==> src/rtl/fpu_norm_round_stage.sv <==
// Normalise-and-round stage for the pipelined FPU adder.
// Sub-stage 1 normalises the raw add/sub mantissa: a carry shifts right, leading
// zeros shift left as far as the exponent floor allows. Sub-stage 2 applies
// round-to-nearest-even, detects overflow/underflow/inexact and packs the fields.
//
// Handshake: a beat moves on a rising edge when its valid is high and the
// receiving side's ready is high. Valid never depends on ready. A stage can
// accept new data when it is empty or its content is leaving this cycle, so
// in_ready_o follows out_ready_i combinationally. Held outputs stay stable.
module fpu_norm_round_stage #(
    parameter int EXP_W  = 8,
    parameter int MANT_W = 23
) (
    input  logic              clk_i,
    input  logic              rst_i,
    input  logic              in_valid_i,
    output logic              in_ready_o,
    input  logic              in_sign_i,
    input  logic [EXP_W-1:0]  in_exp_i,
    input  logic [MANT_W+4:0] in_mant_i,
    output logic              out_valid_o,
    input  logic              out_ready_i,
    output logic              out_sign_o,
    output logic [EXP_W-1:0]  out_exp_o,
    output logic [MANT_W-1:0] out_mant_o,
    output logic              overflow_o,
    output logic              underflow_o,
    output logic              inexact_o
);

    // Internal exponent carries two extra bits so +1 on an all-ones exponent
    // and subtraction of the shift amount never wrap.
    localparam int EW2 = EXP_W + 2;
    localparam logic signed [EW2-1:0] E_ONE = EW2'(1);
    localparam logic signed [EW2-1:0] E_MAX = EW2'((1 << EXP_W) - 1);

    // Leading-zero count over {hidden, fraction}
    function automatic logic signed [EW2-1:0] lzc(input logic [MANT_W:0] v);
        logic signed [EW2-1:0] n;
        logic                  found;
        n     = '0;
        found = 1'b0;
        for (int i = MANT_W; i >= 0; i--) begin
            if (!found) begin
                if (v[i]) found = 1'b1;
                else      n = n + E_ONE;
            end
        end
        return n;
    endfunction

    // Pipeline control
    logic adv1;
    logic adv2;
    logic v1;
    logic v2;

    assign adv2        = !v2 || out_ready_i;
    assign adv1        = !v1 || adv2;
    assign in_ready_o  = adv1;
    assign out_valid_o = v2;

    // Stage 1 state: {hidden, fraction} significand, GRS bits, exponent, sign
    logic                  s1_sign;
    logic signed [EW2-1:0] s1_exp;
    logic [MANT_W:0]       s1_sig;
    logic [2:0]            s1_grs;

    // Stage 1 next values
    logic                  n1_sign;
    logic signed [EW2-1:0] n1_exp;
    logic [MANT_W:0]       n1_sig;
    logic [2:0]            n1_grs;
    logic signed [EW2-1:0] in_exp_x;
    logic signed [EW2-1:0] lz;
    logic signed [EW2-1:0] lim;
    logic signed [EW2-1:0] sh;

    assign in_exp_x = signed'({2'b00, in_exp_i});

    // Normalise: right shift on carry, bounded left shift on leading zeros.
    // The left shift moves only {hidden, fraction}; the rounding bits stay in
    // place because a large cancellation only occurs with near-equal exponents.
    always_comb begin
        n1_sign = in_sign_i;
        n1_exp  = in_exp_x;
        n1_sig  = in_mant_i[MANT_W+3:3];
        n1_grs  = in_mant_i[2:0];
        lz      = '0;
        lim     = '0;
        sh      = '0;
        if (in_mant_i == '0) begin
            // exact cancellation yields +0
            n1_sign = 1'b0;
            n1_exp  = '0;
        end else if (in_mant_i[MANT_W+4]) begin
            n1_sig = in_mant_i[MANT_W+4:4];
            n1_grs = {in_mant_i[3], in_mant_i[2], in_mant_i[1] | in_mant_i[0]};
            n1_exp = in_exp_x + E_ONE;
        end else if (!in_mant_i[MANT_W+3]) begin
            lz = lzc(in_mant_i[MANT_W+3:3]);
            if (in_exp_i != '0) begin
                lim = in_exp_x - E_ONE;
                sh  = (lz < lim) ? lz : lim;
            end
            n1_sig = in_mant_i[MANT_W+3:3] << sh;
            n1_exp = in_exp_x - sh;
            // still no hidden bit: the value is subnormal
            if (!n1_sig[MANT_W]) n1_exp = '0;
        end
    end

    // Stage 1 register
    always_ff @(posedge clk_i) begin
        if (rst_i) begin
            v1      <= 1'b0;
            s1_sign <= 1'b0;
            s1_exp  <= '0;
            s1_sig  <= '0;
            s1_grs  <= '0;
        end else if (adv1) begin
            v1 <= in_valid_i;
            if (in_valid_i) begin
                s1_sign <= n1_sign;
                s1_exp  <= n1_exp;
                s1_sig  <= n1_sig;
                s1_grs  <= n1_grs;
            end
        end
    end

    // Stage 2 next values
    logic                  inc;
    logic [MANT_W+1:0]     sum;
    logic signed [EW2-1:0] r_exp;
    logic [MANT_W-1:0]     r_frac;
    logic                  r_ovf;
    logic                  r_unf;
    logic                  r_inx;

    // Round to nearest even, then saturate to infinity and derive flags
    always_comb begin
        inc    = s1_grs[2] && (s1_grs[1] || s1_grs[0] || s1_sig[0]);
        sum    = {1'b0, s1_sig} + {{(MANT_W+1){1'b0}}, inc};
        r_exp  = s1_exp;
        r_frac = sum[MANT_W-1:0];
        r_inx  = |s1_grs;
        r_ovf  = 1'b0;
        if (sum[MANT_W+1]) begin
            r_exp  = s1_exp + E_ONE;
            r_frac = '0;
        end else if (sum[MANT_W] && (s1_exp == '0)) begin
            // subnormal rounded up into the smallest normal
            r_exp = E_ONE;
        end
        if (r_exp >= E_MAX) begin
            r_exp  = E_MAX;
            r_frac = '0;
            r_ovf  = 1'b1;
            r_inx  = 1'b1;
        end
        r_unf = (r_exp == '0) && r_inx;
    end

    // Stage 2 register: outputs hold while stalled
    always_ff @(posedge clk_i) begin
        if (rst_i) begin
            v2          <= 1'b0;
            out_sign_o  <= 1'b0;
            out_exp_o   <= '0;
            out_mant_o  <= '0;
            overflow_o  <= 1'b0;
            underflow_o <= 1'b0;
            inexact_o   <= 1'b0;
        end else if (adv2) begin
            v2 <= v1;
            if (v1) begin
                out_sign_o  <= s1_sign;
                out_exp_o   <= r_exp[EXP_W-1:0];
                out_mant_o  <= r_frac;
                overflow_o  <= r_ovf;
                underflow_o <= r_unf;
                inexact_o   <= r_inx;
            end
        end
    end

endmodule

==> config.mk <==
export PLATFORM = sky130hd
export DESIGN_NAME = fpu_norm_round_stage
export DESIGN_NICKNAME = d
export VERILOG_FILES = /design/src/rtl/fpu_norm_round_stage.sv
export SDC_FILE = /design/constraint.sdc
export NUM_CORES = 1
export LEC_CHECK = 0
export ABC_CLOCK_PERIOD_IN_PS = 38200
export CAP_MARGIN = 25
export CORE_UTILIZATION = 40
export DETAILED_ROUTE_END_ITERATION = 10
export DONT_BUFFER_PORTS = 1
export PLACE_DENSITY = 0.51
export SLEW_MARGIN = 10
export SYNTH_ARGS = -nofsm -noshare
export SYNTH_HDL_FRONTEND = slang
export SYNTH_SLANG_ARGS = --single-unit
==> constraint.sdc <==
create_clock -name clk_i -period 38.2 [get_ports clk_i]
set_input_delay 9.55 -clock clk_i [delete_from_list [all_inputs] [get_ports clk_i]]
set_output_delay 9.55 -clock clk_i [all_outputs]
set_load 0.1 [all_outputs]
# After elaboration in Yosys (flattened, before gate mapping)
# Cells that the tools add are included.
# Widths: inputs -> output; s select.
[totals] output_inout_bits=37 inputBits=41 reg_bits=75
[classes] n_lt_le_gt_ge=2 addsub=28 reduce_logical=16 n_bitwise=1 shifts=1 mux=253
[op_table] cell="$mux 10" count=130
[op_table] cell="$add 10x2->10 const B" count=24
[op_table] cell="$mux 1" count=116
[op_table] cell="$mux 24" count=3
[op_table] cell="$mux 23" count=2
[op_table] cell="$logic_not 28->1" count=1
[op_table] cell="$add 24x1->25" count=1
[op_table] cell="$shl 24x10->24" count=1
[op_table] cell="$logic_not 10->1" count=2
[op_table] cell="$ge 10x9->1 const B" count=1
[op_table] cell="$lt 10x9->1" count=1
[op_table] cell="$sub 9x10->10" count=1
[op_table] cell="$add 8x1->9 const B" count=1
[op_table] cell="$sub 8x1->9 const B" count=1
[op_table] cell="$reduce_bool 8->1" count=1
[op_table] cell="$mux 3" count=2
[op_table] cell="$logic_or 1x1->1" count=4
[op_table] cell="$reduce_and 2->1" count=2
[op_table] cell="$logic_and 1x1->1" count=3
[op_table] cell="$reduce_or 3->1" count=1
[op_table] cell="$logic_not 1->1" count=2
[op_table] cell="$or 1x1->1" count=1

# Logic depth before layout (Yosys ltp)
# Gate-level depths: netlist of the first run.
[depth] ltp_word=152 mapped_depth=90 depth_no_buf=89

# Worst setup path before layout of the first run
# OpenSTA, ideal clock, no wires.
[synth_path] kind="input port to flip-flop" start="input port in_mant_i[22]" end="register s1_exp[7]" arrival_time_ps=25414 cell_stages=89 required_ps=38073 setup_slack_ps=12659 path_buffers=2 cell_sequence="or2_2 a21oi_1 ha_1 o21a_1 ha_1 mux2i_1 a21boi_0 ha_1 a22o_1 ha_1 mux2_2 ha_1 nor2_1 nor2_1 ha_1 mux2i_1 a21oi_1 ha_1 (+53 left out) o21a_1 o21ai_1 mux2i_1 o221ai_1 nand2b_1 buf_2 buf_1 ha_1 a21o_1 a21o_1 a21o_1 a21o_1 a21oi_1 o21bai_1 xor2_1 o2111a_1 a221oi_1 o21ai_0"
[synth_between] elab_chain_len=130 elab_cells_between_ends=209
[synth_lines] element="start: declaration" line_no="20" text="input logic [MANT_W+4:0] in_mant_i,"
[synth_lines] element="$mux 10" line_no="45" text="if (v[i]) found = 1'b1;"
[synth_lines] element="$mux 10" line_no="44" text="if (!found) begin"
[synth_lines] element="$mux 10" line_no="100" text="end else if (!in_mant_i[MANT_W+3]) begin"
[synth_lines] element="$mux 10" line_no="96" text="end else if (in_mant_i[MANT_W+4]) begin"
[synth_lines] element="$mux 10" line_no="92" text="if (in_mant_i == '0) begin"
[synth_lines] element="$add 10x2->10" line_no="46" text="else n = n + E_ONE;"
[synth_lines] element="$mux 10" line_no="45"
[synth_lines] element="$mux 10" line_no="44"
[synth_lines] element="(+114 left out)"
[synth_lines] element="$mux 10" line_no="100"
[synth_lines] element="$mux 10" line_no="96"
[synth_lines] element="$mux 10" line_no="92"
[synth_lines] element="$sub 9x10->10 or $shl 24x10->24 (tied branches)" line_no="107, 106"
[synth_lines] element="$mux 10" line_no="109" text="if (!n1_sig[MANT_W]) n1_exp = '0;"
[synth_lines] element="$mux 10" line_no="100"
[synth_lines] element="$mux 10" line_no="96"
[synth_lines] element="$mux 10 (*)" line_no="92"
[synth_lines] element="end signal: assignment" line_no="125" text="s1_exp <= n1_exp;"
[synth_lines] element="end: declaration" line_no="65" text="logic signed [EW2-1:0] s1_exp;"
# Mark *: on every way between the ends. The rest lies on a longest branch, timed or not. The select of a mux whose other input is x is not followed.
# A chain may end at the register's enable or synchronous reset.

# Worst setup path after layout of the first run
# Ends and elaborated chain as after synthesis.

==> results.yml, run 1 <==
status:
  status: "finished clean"
clock_tree:
  ctsResizeCount: 0
  clk_latency_ns: 0.33
  cts.clk_slew.worst_paths_ns: 0.05
  cts-root-buf: "clkbuf_16"
  h-tree-depth: 3
  cts_made_buffers: 9
  cts.sinks: 75
  cts_tree: "built"
  cts_hold_buf: 0
  clockBufferDepth: 2
  cts_setup_buffers: 0
synth:
  synth_async_sr_flop_share_pct: 0
  yosysTopAreaCellShare_pct: 16.22
  yosysWarningCount: 0
  synth_edf_count: 0
  synthFlopType: "dfxtp_1"
  seq_area_frac_synth_pct: 16.22
  ys_ff_latch: 75
  synth.most_common_cell: "nand2_1"
  yosys-top-cells-area: "dfxtp_1, xnor2_1, mux2i_1"
  syn_inst: 1259
  syn_area_per_cell_sq_um: 7.353
  synth.cell_area_sq_mm: 0.009258
  ys_types: 98
  synth_area_leader_cell: "dfxtp_1"
  synth_commonest_cells: "nand2_1, nor2_1, a21oi_1"
die:
  start_util_pct: 40.89
  die_w_um: 154.1
  io-pin-count: 78
  chipHeight_um: 154.1
  core-area_sq_mm: 0.02264
  rows: 55
  die_area_sq_mm: 0.02376
timing:
  period_needed_ns: 26.63
  worst_pin_slew_ns: 0.9862
  final-max-slew-violation-count: 0
  relSlewSlack_pct: 34.16
  max_freq_mhz: 37.55
  setup_slack_ns: 11.57
  finClkSkew_ns: 0.005110
  fin_crit_sh_pct: 69.71
  setup_viol: 0
  finalSetupTns_ns: 0
  rsz0062_at_grt: "false"
  final-hold-violation-count: 0
pwr:
  finalPower_mw: 0.2757
  peakVddDrop_mv: 0.02188
  power.leakage_nw: 3.630
  p_switching_mw: 0.09890
  power_frac_seq_pct: 35.5
  p_per_area_mw_per_mm2: 28.40
  clockPowerShare_pct: 31.8
  pwr-share-comb_pct: 32.7
  internal_power_mw: 0.1768
  swShare_pct: 35.88
job:
  max_cap_viol_count: 0
drt:
  wl_met3_mm: 1.354
  remaining_drc_errors: 0
  dr.first_iter.drc_count: 676
  firstDrtPassIters: 5
  vias: 9094
  wl_met2_mm: 13.63
  wl_per_cell_um: 19.60
  wirelength_mm: 29.23
  ant_nets: 0
  top_layer: "met4"
  wl_met1_mm: 13.51
  viasPerCell: 6.099
min_path:
  hp-class: "flip-flop to flip-flop"
  holdCritStartpoint: "s1_sign"
  min_to: "out_sign_o"
  hold_depth: 2
worst_setup_path:
  regToRegEndpoint: "out_mant_o[17]"
  crit_type: "input port to flip-flop"
  ff2ff_setup_slack_ns: 33.18
  critPathSlowestCell: "o21a_1"
  crit_path_start: "in_mant_i[22]"
  cp_common_cell: "ha_1"
  cp_num_buf_inv: 5
  worstReg2RegStart: "s1_sig[0]"
  cp.arrival_ns: 26.84
  worst_setup_path_end_kind: "flip-flop"
  ff2ff_path_depth: 22
  critPathMaxStageDelay_ns: 0.60
  cp_max_fo: 21
  cp-start-kind: "input port"
  crit_family: "adder cells"
  required_ns: 38.41
grt:
  gr-total-overflow: 0
  antenna_found_initial: 0
  grt_pass1_wl_mm: 46.26
  grt_pass1_vias: 8350
  gr-usage-all-layers_pct: 24.12
  grt_max_degree: 58
finish:
  drive_gt1_share_pct: 7.960
  area_delta_synth_final_pct: 4.866
  fin_cells: 1491
  fin_nets: 1285
  design_area_sq_mm: 0.009708
  diodes: 0
place:
  dpl_cell_area_sq_mm: 0.009379
  place_congestion: 0.9303
  place_worst_setup_slack_ns: 11.37
  place_inst: 1475
  portBuffers: 0
  dpl.hpwl_mm: 22.96
layout by cell type, fill, tap and decap left out, types with 26 or more instances in the layout:
cell and instances:
nand2_1 122, nor2_1 114, a21oi_1 83, dfxtp_1 75
o21ai_0 71, xnor2_1 65, mux2i_1 54, nand3_1 50
a22oi_1 41, ha_1 41, inv_1 38, nor3_1 29
xor2_1 26
routing by layer:
layer,GRT usage [%],up-vias
li1,-,4539
met1,31.86,4272
met2,40.56,240
met3,2.903,43
met4,7.857,0
met5,0,-
cell type report:
class                      count  area [sq um]
inverter                      40         150.1
clock inverter                 1         30.03
timing repair buffer          15         120.1
tap                          285         356.6
sequential                    75          1501
multi-input combinational   1061          7266
clock buffer                  14         284.0
fill                        2330         12930
tightest hold or removal path: cells and delay by family (launching register included):
family	cells	cell delay, ns
DFF	1	0.31
AOI/OAI and AO/OA	1	0.05
and+or+nand+nor	1	0.06
sequential cells by signal, indices dropped and copies added (netlist names):
name,count
inexact_o,1
out_exp_o,8
out_mant_o,23
out_sign_o,1
out_valid_o,1
overflow_o,1
s1_exp,10
s1_grs,3
s1_sig,24
s1_sign,1
underflow_o,1
v1,1
metrics by stage:
| stage | hold slack, ns | utilization, % |
|---|---|---|
| final | 0.4604 | 42.88 |
| after global routing | 0.4813 | 42.88 |
| after CTS | 0.4589 | 42.81 |
| after detailed placement | 0.4511 | 41.43 |
| after global placement | 0.4495 | 41.39 |
| after floorplan | 0.4324 | - |
cells by family after synthesis:
family                     after synthesis  synth area share (%)
AOI/OAI and AO/OA                      376                 27.75
xor gates and xnor gates               100                 10.70
adders and majority gates               45                 6.082
buffers and inverters                  124                 5.339
DFF                                     75                 16.22
muxes                                   80                 9.096
other                                    1               0.04051
and+or+nand+nor                        458                 24.77
worst max path at each step:
stage | cells past startpoint | to
finish | 86 | s1_exp[7]
global route | 86 | s1_exp[7]
CTS | 86 | s1_exp[7]
detailed placement | 86 | s1_exp[7]
global placement | 86 | s1_exp[7]
floorplan | 89 | s1_exp[7]
power groups by stage:
stage	clock network [mW]	registers [mW]	logic, mW
global route	0.0931	0.0986	0.0992
detailed placement	0	0.0996	0.0887
CTS	0.0893	0.0979	0.0892
floorplan	0	0.0976	0.0742
finish	0.0877	0.0978	0.0901
global placement	0	0.0994	0.0886
Power figures use the tool's default switching activity.
==> run 2: changes to the inputs <==
--- a/config.mk
+++ b/config.mk
@@ -5,7 +5,7 @@
 export SDC_FILE = /design/constraint.sdc
 export NUM_CORES = 1
 export LEC_CHECK = 0
-export ABC_CLOCK_PERIOD_IN_PS = 38200
+export ABC_CLOCK_PERIOD_IN_PS = 27800
 export CAP_MARGIN = 25
 export CORE_UTILIZATION = 40
 export DETAILED_ROUTE_END_ITERATION = 10
==> constraint.sdc (replaced) <==
create_clock -name clk_i -period 27.8 [get_ports clk_i]
set_input_delay 6.95 -clock clk_i [delete_from_list [all_inputs] [get_ports clk_i]]
set_output_delay 6.95 -clock clk_i [all_outputs]
set_load 0.1 [all_outputs]
==> results.yml, run 2 (synthesis gave the netlist of run 1 again) <==
status:
  status: "finished clean"
timing:
  fin_crit_sh_pct: 86.34
  period_needed_ns: 24.00
  worst_pin_slew_ns: 0.9919
  setup_viol: 0
  max_freq_mhz: 41.66
  final-max-slew-violation-count: 0
  final-hold-violation-count: 0
  rsz0062_at_grt: "false"
  finalSetupTns_ns: 0
  relSlewSlack_pct: 33.78
  finClkSkew_ns: 0.009780
die:
  chipHeight_um: 154.1
  rows: 55
  start_util_pct: 40.89
  core-area_sq_mm: 0.02264
  io-pin-count: 78
  die_area_sq_mm: 0.02376
  die_w_um: 154.1
grt:
  gr-usage-all-layers_pct: 24.22
  gr-total-overflow: 0
  grt_pass1_wl_mm: 46.34
  antenna_found_initial: 0
  grt_pass1_vias: 8366
  grt_max_degree: 58
drt:
  wl_per_cell_um: 19.54
  viasPerCell: 6.122
  vias: 9134
  remaining_drc_errors: 0
  wirelength_mm: 29.15
  dr.first_iter.drc_count: 623
  ant_nets: 0
  firstDrtPassIters: 6
finish:
  final_cell_mix: "nand2_1, nor2_1, a21oi_1, dfxtp_1, o21ai_0"
  fill_cells: 2351
  reg_top3: "s1_sig: 24 flops, out_mant_o: 23 flops, s1_exp: 10 flops"
  largest_register_ffs: 24
  area_delta_synth_final_pct: 4.825
  postLayoutCoreUtil_pct: 42.86
  fin_nets: 1285
  layout_commonest_cell: "nand2_1"
  diodes: 0
  top_register: "s1_sig"
  drive_gt1_share_pct: 7.954
clock_tree:
  cts_made_buffers: 9
  h-tree-depth: 3
  cts.clk_slew.worst_paths_ns: 0.06
  cts_setup_buffers: 0
  clockBufferDepth: 2
  cts_tree: "built"
  cts-root-buf: "clkbuf_16"
  cts.sinks: 75
  ctsResizeCount: 0
  cts_hold_buf: 0
  clk_latency_ns: 0.33
pwr:
  p_per_area_mw_per_mm2: 39.11
  peakVddDrop_mv: 0.03060
  power.leakage_nw: 3.624
worst_setup_path:
  required_ns: 28.01
  crit_type: "input port to flip-flop"
  critPathSlowestCell: "o21a_1"
  critPathMaxStageDelay_ns: 0.61
  cp.arrival_ns: 24.21
  cp_common_cell: "ha_1"
  ff2ff_path_depth: 22
  cp_max_fo: 21
  worst_setup_path_end_kind: "flip-flop"
  cp-start-kind: "input port"
min_path:
  hold_depth: 2
  hp-class: "flip-flop to flip-flop"
job:
  max_cap_viol_count: 0
place:
  portBuffers: 0
  place_congestion: 0.9299
  dpl.hpwl_mm: 22.93
==> run 2: cell types whose count changed in the layout (fill, tap and decap cells not counted) <==
cell / delta
bufinv_16: +1
clkinvlp_4: +1
clkbuf_1: +1
clkbuf_8: -4
clkinv_2: +2
==> run 2: metal layers <==
metal	wire length, um	vias to the layer above	track usage (%)	part of all wire, %
met2	13680	236	41.26	47
met4	543	0	6.381	1.9
li1	-	4557	-	-
met5	0	-	0	0
met3	1414	27	3.072	4.9
met1	13510	4314	32.04	46
==> run 2: worst paths after layout <==
path,end,start,slack [ns]
hold / removal,out_sign_o,s1_sign,0.46
setup reg to reg,out_mant_o[16],s1_sig[0],22.85
hold reg to reg,out_sign_o,s1_sign,0.46
setup / recovery,s1_exp[7],in_mant_i[22],3.80
==> run 2: power by group <==
part	total, mW	internal [mW]	switching (mW)	leakage [nW]
registers	0.134	0.113	0.0211	0.614
logic	0.124	0.0506	0.0731	2.86
clock network	0.121	0.0783	0.0431	0.150
==> run 2: area by class of cell <==
class,count,area [sq um],share of cell area (%)
timing repair buffer,15,120.1,1.238
inverter,40,150.1,1.547
sequential,75,1501,15.47
multi-input combinational,1061,7266,74.87
tap,285,356.6,3.675
clock buffer,11,232.7,2.398
clock inverter,5,77.57,0.7994
==> run 2: per-stage QoR <==
step / cells / setup slack (ns) / area (sq um) / total power, mW / hold slack, ns
2_1_floorplan: 1260 / 4.859 / 9261 / 0.2361 / 0.4324
5_1_grt: 1492 / 2.238 / 9704 / 0.4010 / 0.4871
6_report: 1492 / 3.798 / 9704 / 0.3795 / 0.4622
3_3_place_gp: 1474 / 4.020 / 9371 / 0.2584 / 0.4496
3_5_place_dp: 1475 / 3.600 / 9379 / 0.2585 / 0.4548
4_1_cts: 1491 / 3.880 / 9689 / 0.3811 / 0.4626
==> run 2: worst max-delay path: cells and delay by family <==
kind	cells	cell delay, ns
adders and majority gates	21	6.38
AOI/OAI and AO/OA	30	5.14
and+or+nand+nor	20	3.03
muxes	8	1.64
buffers and inverters	5	0.81
xor gates and xnor gates	2	0.24
==> run 3: changes to the inputs <==
--- a/config.mk
+++ b/config.mk
@@ -5,8 +5,7 @@
 export SDC_FILE = /design/constraint.sdc
 export NUM_CORES = 1
 export LEC_CHECK = 0
-export ABC_CLOCK_PERIOD_IN_PS = 27800
-export CAP_MARGIN = 25
+export ABC_CLOCK_PERIOD_IN_PS = 26600
 export CORE_UTILIZATION = 40
 export DETAILED_ROUTE_END_ITERATION = 10
 export DONT_BUFFER_PORTS = 1
==> constraint.sdc (replaced) <==
create_clock -name clk_i -period 26.6 [get_ports clk_i]
set_input_delay 6.65 -clock clk_i [delete_from_list [all_inputs] [get_ports clk_i]]
set_output_delay 6.65 -clock clk_i [all_outputs]
set_load 0.1 [all_outputs]
==> results.yml, run 3 (synthesis gave the netlist of run 1 again) <==
status:
  status: "finished clean"
worst_setup_path:
  worst_setup_path_end_kind: "flip-flop"
  worstReg2RegStart: "s1_sig[0]"
  crit_family: "adder cells"
  worst-path-stages: 86
  crit_path_start: "in_mant_i[22]"
  ff2ff_path_depth: 22
  cp_num_buf_inv: 5
  required_ns: 26.81
  critPathMaxStageDelay_ns: 0.60
  critPathSlowestCell: "o21a_1"
  ff2ff_setup_slack_ns: 21.58
  crit_type: "input port to flip-flop"
  cp-start-kind: "input port"
  cp_max_fo: 21
  cp.arrival_ns: 23.91
  cp_common_cell: "ha_1"
timing:
  setup_viol: 0
  period_needed_ns: 23.70
  fin_crit_sh_pct: 89.09
  rsz0062_at_grt: "false"
  max_freq_mhz: 42.20
  finalSetupTns_ns: 0
  final-max-slew-violation-count: 0
  finClkSkew_ns: 0.006066
  worst_pin_slew_ns: 1.021
  final-hold-violation-count: 0
  relSlewSlack_pct: 31.56
finish:
  area_delta_synth_final_pct: 4.325
  top_register: "s1_sig"
  drive_gt1_share_pct: 7.801
  fin_nets: 1283
  diodes: 0
  final_cell_mix: "nand2_1, nor2_1, a21oi_1, dfxtp_1, o21ai_0"
  layout_commonest_cell: "nand2_1"
  reg_top3: "s1_sig: 24 flops, out_mant_o: 23 flops, s1_exp: 10 flops"
  largest_register_ffs: 24
pwr:
  finalPower_mw: 0.3869
  p_per_area_mw_per_mm2: 40.06
  peakVddDrop_mv: 0.03453
  power.leakage_nw: 3.606
drt:
  dr.first_iter.drc_count: 680
  vias: 9066
  wl_per_cell_um: 19.67
  remaining_drc_errors: 0
  firstDrtPassIters: 5
  ant_nets: 0
  wirelength_mm: 29.31
  viasPerCell: 6.085
min_path:
  hp-class: "flip-flop to flip-flop"
  holdCritStartpoint: "s1_sign"
  hold_depth: 2
clock_tree:
  cts-root-buf: "clkbuf_16"
  cts.clk_slew.worst_paths_ns: 0.06
  cts.sinks: 75
  cts_tree: "built"
  clk_latency_ns: 0.33
  clockBufferDepth: 2
  cts_hold_buf: 0
  ctsResizeCount: 0
  cts_setup_buffers: 0
  cts_made_buffers: 9
  h-tree-depth: 3
die:
  die_area_sq_mm: 0.02376
  start_util_pct: 40.89
  chipHeight_um: 154.1
  io-pin-count: 78
  rows: 55
  die_w_um: 154.1
  core-area_sq_mm: 0.02264
place:
  portBuffers: 0
  dpl.hpwl_mm: 23.03
  place_congestion: 0.9294
grt:
  antenna_found_initial: 0
  gr-total-overflow: 0
  grt_pass1_wl_mm: 46.49
  grt_pass1_vias: 8302
  grt_max_degree: 58
  gr-usage-all-layers_pct: 24.32
job:
  max_cap_viol_count: 0
run 3: cell types whose count changed in the layout (fill, tap and decap cells not counted):
cell        previous run  this run
buf_4                 14        13
buf_8                  1         0
bufinv_16              2         1
clkinv_4               0         1
clkinvlp_4             1         0
clkinv_2               2         3
o21ai_1                5         6
o21ai_0               71        70
run 3: cell type report:
| cell class | count | area [sq um] |
|---|---|---|
| flip-flops and latches | 75 | 1501 |
| fillers | 2363 | 12980 |
| repair buffers | 13 | 97.59 |
| multi-input cells | 1061 | 7266 |
| clock inverters | 5 | 53.80 |
| well taps | 285 | 356.6 |
| clock buffers | 11 | 232.7 |
| inverters | 40 | 150.1 |
run 3: metal layers:
layer,part of all wire (%),up-vias,wire length (um),GRT usage [%]
li1,-,4540,-,-
met1,47,4255,13700,32.73
met2,47,238,13650,40.74
met3,4.7,33,1371,2.790
met4,2.0,0,592,6.857
met5,0,-,0,0
run 3: worst register-to-register path, stage by stage (launching register included):
cell      delay (ns)
dfxtp_1         0.41
and2_1          0.16
ha_1            0.17
and3_1          0.26
nand3_1         0.17
nor2_1          0.19
and3_1          0.34
nand2_1         0.11
nor2_1          0.33
nand4_1         0.30
xnor2_1         0.30
nand4_1         0.11
or4_1           0.52
nor2_1          0.11
nor3_1          0.06
a311oi_1        0.26
a31oi_1         0.06
buf_4           0.20
and2_1          0.23
nor2b_1         0.15
buf_4           0.21
a22oi_1         0.17
nor2_1          0.06
run 3: path summary, 6_finish.rpt:
| check | endpoint |
|---|---|
| worst max register to register | out_mant_o[13] |
| worst min register to register | out_sign_o |
| worst max-delay path | s1_exp[7] |
| worst min-delay path | out_sign_o |
run 3: power by group:
group,switching (mW),internal [mW]
Sequential,0.0220,0.119
Clock,0.0450,0.0723
Combinational,0.0766,0.0525
run 3: through the flow:
stage	instance area, sq um	cells	util [%]	setup slack (ns)	hold WS (ns)
after detailed placement	9371	1474	41.39	2.705	0.4538
after floorplan	9261	1260	-	3.959	0.4324
after CTS	9658	1490	42.66	3.000	0.4616
after global routing	9658	1490	42.66	1.405	0.4890
after global placement	9371	1474	41.39	3.120	0.4495
final	9658	1490	42.66	2.902	0.4641
